### config.mk
export PLATFORM = sky130hd
export DESIGN_NAME = alu_issue_ctrl
export DESIGN_NICKNAME = d
export VERILOG_FILES = /design/src/rtl/alu_pkg.sv /design/src/rtl/alu_issue_ctrl_wb_decode.sv /design/src/rtl/alu_issue_ctrl.sv
export SDC_FILE = /design/constraint.sdc
export NUM_CORES = 1
export LEC_CHECK = 0
export CAP_MARGIN = 20
export CORE_ASPECT_RATIO = 0.7
export CORE_UTILIZATION = 42
export CTS_CLUSTER_DIAMETER = 200
export DETAILED_ROUTE_END_ITERATION = 12
export MAX_ROUTING_LAYER = met4
export PLACE_DENSITY = 0.79
export SYNTH_ARGS = -nofsm -noshare
export SYNTH_HDL_FRONTEND = slang
export SYNTH_SLANG_ARGS = --single-unit
### constraint.sdc
create_clock -name clk -period 2 [get_ports clk]
set_input_delay 0.2 -clock clk [delete_from_list [all_inputs] [get_ports clk]]
set_output_delay 0.2 -clock clk [all_outputs]
set_load 0.1 [all_outputs]
### src/rtl/alu_pkg.sv
// Shared opcodes, flag bit positions and FSM states for the ALU issue
// controller. Optional feature macro: ALU_OVF_TRAP_EN.
package alu_pkg;

  localparam int W = 32;

  localparam logic [5:0] OP_RTYPE = 6'h00;
  localparam logic [5:0] OP_BEQ   = 6'h04;
  localparam logic [5:0] OP_BNE   = 6'h05;
  localparam logic [5:0] OP_ADDI  = 6'h08;
  localparam logic [5:0] OP_ADDIU = 6'h09;
  localparam logic [5:0] OP_SLTI  = 6'h0a;
  localparam logic [5:0] OP_SLTIU = 6'h0b;
  localparam logic [5:0] OP_ANDI  = 6'h0c;
  localparam logic [5:0] OP_ORI   = 6'h0d;
  localparam logic [5:0] OP_XORI  = 6'h0e;
  localparam logic [5:0] OP_LW    = 6'h23;
  localparam logic [5:0] OP_SW    = 6'h2b;

  localparam logic [5:0] FN_ADD = 6'h20;
  localparam logic [5:0] FN_SUB = 6'h22;

  localparam int FLAG_OVF  = 0;
  localparam int FLAG_LT   = 1;
  localparam int FLAG_ZERO = 2;

  typedef enum logic [1:0] {
    IDLE,
    EXEC,
    RESP
  } state_t;

endpackage

### src/rtl/alu_issue_ctrl_wb_decode.sv
// Writeback/error decode of one instruction word against the
// two-entry operand file. Purely combinational.
module alu_wb_decode
  import alu_pkg::*;
(
  input  logic [31:0] instr,
  output logic        wb_en,
  output logic        wb_idx,
  output logic        rd_rt_used,
  output logic        err
);

  logic [5:0]  op;
  logic [4:0]  rs;
  logic [4:0]  rt;
  logic [4:0]  rd;
  logic [4:0]  dst;
  logic        dst_ok;
  logic        imm_op;
  logic        rt_src;
  logic [10:0] lo_unused;

  assign op        = instr[31:26];
  assign rs        = instr[25:21];
  assign rt        = instr[20:16];
  assign rd        = instr[15:11];
  assign lo_unused = instr[10:0];

  assign imm_op = (op == OP_ADDI)  | (op == OP_ADDIU) |
                  (op == OP_SLTI)  | (op == OP_SLTIU) |
                  (op == OP_ANDI)  | (op == OP_ORI)   |
                  (op == OP_XORI);

  assign rt_src = (op == OP_BEQ) | (op == OP_BNE) |
                  (op == OP_SW);

  always_comb begin
    dst        = 5'd0;
    dst_ok     = 1'b0;
    rd_rt_used = 1'b0;
    unique case (1'b1)
      (op == OP_RTYPE): begin
        dst        = rd;
        dst_ok     = 1'b1;
        rd_rt_used = 1'b1;
      end
      imm_op: begin
        dst    = rt;
        dst_ok = 1'b1;
      end
      rt_src: rd_rt_used = 1'b1;
      default: ;
    endcase
  end

  // lw and unknown opcodes fall through with no destination
  assign err    = (rs > 5'd1) | (rd_rt_used & (rt > 5'd1));
  assign wb_idx = dst[0];
  assign wb_en  = dst_ok & (dst <= 5'd1) & ~err;

endmodule

### src/rtl/alu_issue_ctrl.sv
// Sequential issue/writeback controller wrapped around the combinational
// ALU. ALU_OVF_TRAP_EN adds a sticky overflow trap that blocks writeback.
module alu_issue_ctrl
  import alu_pkg::*;
#(
  parameter int            W         = 32,
  parameter logic [W-1:0]  RESET_VAL = '0
) (
  input  logic         clk,
  input  logic         reset,
  input  logic         in_valid,
  output logic         in_ready,
  input  logic [31:0]  in_instr,
  input  logic         init_we,
  input  logic         init_sel,
  input  logic [W-1:0] init_data,
  output logic [31:0]  alu_instr,
  output logic [W-1:0] alu_regA,
  output logic [W-1:0] alu_regB,
  input  logic [W-1:0] alu_result,
  input  logic [2:0]   alu_flags,
  output logic         out_valid,
  input  logic         out_ready,
  output logic [W-1:0] out_result,
  output logic [2:0]   out_flags,
  output logic         out_wb,
`ifdef ALU_OVF_TRAP_EN
  output logic         trap,
`endif
  output logic         out_err
);

  state_t       state_q;
  state_t       state_d;
  logic [W-1:0] reg0;
  logic [W-1:0] reg1;
  logic         dec_wb_en;
  logic         dec_wb_idx;
  logic         dec_err;
  logic         rt_used_unused;
  logic         wb_go;

  alu_wb_decode u_dec (
    .instr      (alu_instr),
    .wb_en      (dec_wb_en),
    .wb_idx     (dec_wb_idx),
    .rd_rt_used (rt_used_unused),
    .err        (dec_err)
  );

  assign alu_regA = reg0;
  assign alu_regB = reg1;

`ifdef ALU_OVF_TRAP_EN
  logic ovf_op;
  logic ovf_hit;

  assign ovf_op  = (alu_instr[31:26] == OP_ADDI) |
                   ((alu_instr[31:26] == OP_RTYPE) &
                    ((alu_instr[5:0] == FN_ADD) |
                     (alu_instr[5:0] == FN_SUB)));
  assign ovf_hit = ovf_op & alu_flags[FLAG_OVF] & ~dec_err;
  assign wb_go   = dec_wb_en & ~ovf_hit;

  always_ff @(posedge clk) begin
    if (reset)
      trap <= 1'b0;
    else if ((state_q == EXEC) && ovf_hit)
      trap <= 1'b1;
  end
`else
  assign wb_go = dec_wb_en;
`endif

  always_ff @(posedge clk) begin
    if (reset)
      state_q <= IDLE;
    else
      state_q <= state_d;
  end

  always_comb begin
    state_d   = state_q;
    in_ready  = 1'b0;
    out_valid = 1'b0;
    unique case (state_q)
      IDLE: begin
        in_ready = 1'b1;
        if (in_valid)
          state_d = EXEC;
      end
      EXEC: state_d = RESP;
      RESP: begin
        out_valid = 1'b1;
        if (out_ready)
          state_d = IDLE;
      end
      default: state_d = IDLE;
    endcase
  end

  // Preload lands at the accept edge, so EXEC already sees it.
  always_ff @(posedge clk) begin
    if (reset) begin
      reg0       <= RESET_VAL;
      reg1       <= RESET_VAL;
      alu_instr  <= '0;
      out_result <= '0;
      out_flags  <= '0;
      out_wb     <= 1'b0;
      out_err    <= 1'b0;
    end else begin
      unique case (state_q)
        IDLE: begin
          if (init_we && !init_sel)
            reg0 <= init_data;
          if (init_we && init_sel)
            reg1 <= init_data;
          if (in_valid)
            alu_instr <= in_instr;
        end
        EXEC: begin
          out_result <= dec_err ? '0 : alu_result;
          out_flags  <= dec_err ? '0 : alu_flags;
          out_err    <= dec_err;
          out_wb     <= wb_go;
          if (wb_go && !dec_wb_idx)
            reg0 <= alu_result;
          if (wb_go && dec_wb_idx)
            reg1 <= alu_result;
        end
        default: ;
      endcase
    end
  end

endmodule

==> impl_metrics.json <==
{
  "ir_drop_mv": 0.711,
  "initial_core_util_pct": 43.5,
  "critPathKind": "flop to flop",
  "synth-seq-area-share_pct": 49.7,
  "p_leak_nw": 3.88,
  "tightest_slew_ns": 0.398,
  "setup-violations-final": 0,
  "pwr-share-comb_pct": 26.7,
  "clk_latency_ns": 0.41,
  "gp_congestion": 0.866,
  "cts.htree.levels": 4,
  "critPathSlowestCell": "o31a_4",
  "cts_tree": "built",
  "vias": 5068,
  "ys_ff_latch": 135,
  "grt_pass1_vias": 5181,
  "clock_skew_ns": 0.00989,
  "ys_dominant_reg_cell": "dfxtp_1",
  "portBuffers": 239,
  "drtPass1Iterations": 5,
  "slowest_delay_ns": 0.39,
  "netlist_instances": 608,
  "core_area_um2": 12500,
  "async_reset_ff_share_pct": 0,
  "timing.final.crit_period_ns": 1.93,
  "critPathLaunchType": "flop",
  "numCtsBuffers": 17,
  "antenna_found_initial": 0,
  "switching_share_pct": 33.2,
  "holdCritPathClass": "input port to flop",
  "drtAntennaViolNets": 0,
  "dp_hpwl_um": 11700,
  "powerDensity_nw_per_um2": 1030,
  "reg2reg_slack_ns": 0.07,
  "slew_viol_final": 0,
  "synth-edff-count": 0,
  "ioPinCount": 240,
  "relSlewSlack_pct": 73.4,
  "clock_power_share_pct": 39.3,
  "required_ns": 2.33,
  "gr-total-overflow": 0,
  "cts_sinks": 135,
  "setup_ws_ns": 0.0722,
  "critPathMaxFanout": 13,
  "critical-path-top-delay-family": "compound AO/OA/AOI/OAI gates",
  "hold_viol_final": 0,
  "fillers": 989,
  "area_growth_pct": 55.2,
  "yosys_warnings": 0,
  "syn_avg_cell_area_um2": 8.94,
  "path_buf_inv": 2,
  "syn-num-nets": 713,
  "seqPwrFrac_pct": 34.0,
  "num_rows": 34,
  "clock_path_buffers": 2,
  "die_h_um": 97.2,
  "outcome": "finished clean",
  "grt_max_degree": 53,
  "fmax_mhz": 519,
  "period_share_pct": 96.4,
  "ctsHoldBuffers": 0,
  "clk_pin_slew_ns": 0.05,
  "routedWlPerCell_um": 15.9,
  "grt_first_pass_wirelength_um": 26000,
  "power_switching_mw": 2.90,
  "synth_cell_types": 27,
  "crit_path_end_kind": "flop",
  "utilization_pct": 67.5,
  "routed_wl_um": 16300,
  "drc_errors": 0,
  "drv_cap": 0,
  "synth_area_um2": 5440,
  "viasPerCell": 4.97,
  "pre_cts_slack_ns": 0.0787,
  "fin_nets": 949,
  "dieArea_um2": 13400,
  "dr.first_iter.drc_count": 285,
  "drive_above_1_share_pct": 24.6,
  "cts_root_buf": "clkbuf_16",
  "p_int_mw": 5.83,
  "cp_cell_sequence": "nor3_1 > a22oi_2 > o31a_4 > a41oi_4 > buf_4 > buf_12 > mux2i_1",
  "antennaDiodeCount": 0,
  "crit_arrival_ns": 2.26,
  "track_usage_pct": 25.3,
  "die_x_um": 138,
  "rsz0062_at_grt": "no"
}
==> through the flow <==
stage | instance area, µm² | instances | total power [mW] | TNS (ns) | hold WS [ns]
floorplan | 5470 | 608 | 4.67 | -3.46 | 0.326
global placement | 7740 | 984 | 5.29 | 0 | 0.442
detailed placement | 7740 | 984 | 5.33 | 0 | 0.450
CTS | 8390 | 1016 | 8.76 | 0 | 0.208
global route | 8440 | 1019 | 9.02 | 0 | 0.231
finish | 8440 | 1019 | 8.73 | 0 | 0.222
==> repair_timing <==
item	in CTS	in global routing
endpoints found under the setup margin	0	32
setup buffers	0	2
resized for setup	0	1
hold endpoints to repair	0	0
==> worst register-to-register path, stage by stage, from the launching register on <==
cell,delay [ns]
dfxtp_4,0.36
nor3_1,0.24
a22oi_2,0.12
o31a_4,0.39
a41oi_4,0.19
buf_4,0.17
buf_12,0.16
mux2i_1,0.22
==> cell usage in the layout (no fill, tap or decap), types with 2 or more instances in the layout <==
cell,count
clkbuf_8,2
bufinv_16,4
dfxtp_1,117
buf_4,148
a21oi_1,70
nand2_1,170
dfxtp_4,4
buf_12,7
nor2_1,4
dfxtp_2,14
clkdlybuf4s50_1,103
nand2b_1,66
nor4_1,2
nand4_1,2
clkbuf_16,20
clkbuf_1,5
a21o_1,32
and2_1,2
nor4_2,2
mux2i_1,64
nand3_1,4
==> Yosys cell counts, types with 2 or more instances <==
library cell	n	area [µm²]
nor4_1	3	18.8
a21oi_1	70	350
nand4_1	2	12.5
buf_8	3	45.0
a21o_1	32	240
nand2_1	170	638
nor2b_1	2	12.5
buf_6	3	33.8
mux2i_1	64	641
and2_1	2	12.5
dfxtp_1	135	2700
nor2_1	5	18.8
nand3_1	4	20.0
buf_1	4	15.0
nand2b_1	67	419
clkbuf_1	27	101
buf_2	5	25.0
==> cell families (layout without fill, tap and decap cells) <==
logic type,count (synthesis),count (layout),share of synthesized area [%]
compound gates,108,108,12.7
mux,64,64,11.8
flops,135,135,49.7
buf+inv,42,291,4.05
simple gates,259,259,21.8
==> registers in the layout, indices dropped and copies added, names as in the netlist <==
signal      flops
out_flags       3
alu_regA       32
alu_regB       32
out_err         1
out_wb          1
alu_instr      32
out_result     32
state_q         2
==> cell type report <==
| class | instances | area (µm²) | share of cell area (%) |
|---|---|---|---|
| Sequential cell | 135 | 2740 | 32.4 |
| Multi-Input combinational cell | 431 | 2540 | 30.1 |
| Timing Repair Buffer | 259 | 2310 | 27.3 |
| Clock buffer | 26 | 522 | 6.18 |
| Tap cell | 162 | 203 | 2.40 |
| Clock inverter | 6 | 133 | 1.57 |
==> final timing paths <==
kind,startpoint,cells after the start,end
max,alu_instr[27],7,alu_regA[28]
min,reset,2,out_wb
max reg2reg,alu_instr[27],7,alu_regA[28]
min reg2reg,out_result[21],2,out_result[21]
==> power by group through the flow <==
stage	logic [mW]	clock network [mW]	registers, mW
floorplan	0.533	0	4.14
CTS	2.32	3.47	2.97
finish	2.33	3.43	2.97
global route	2.42	3.62	2.99
global placement	2.28	0	3.01
detailed placement	2.31	0	3.02
==> per-layer routing <==
metal,track usage [%],vias to the layer above,wire length [µm]
li1,-,2487,-
met1,28.9,2355,6960
met2,41.5,201,7820
met3,7.93,25,1160
met4,9.21,0,314
met5,-,-,0
Power figures use the tool's default switching activity.
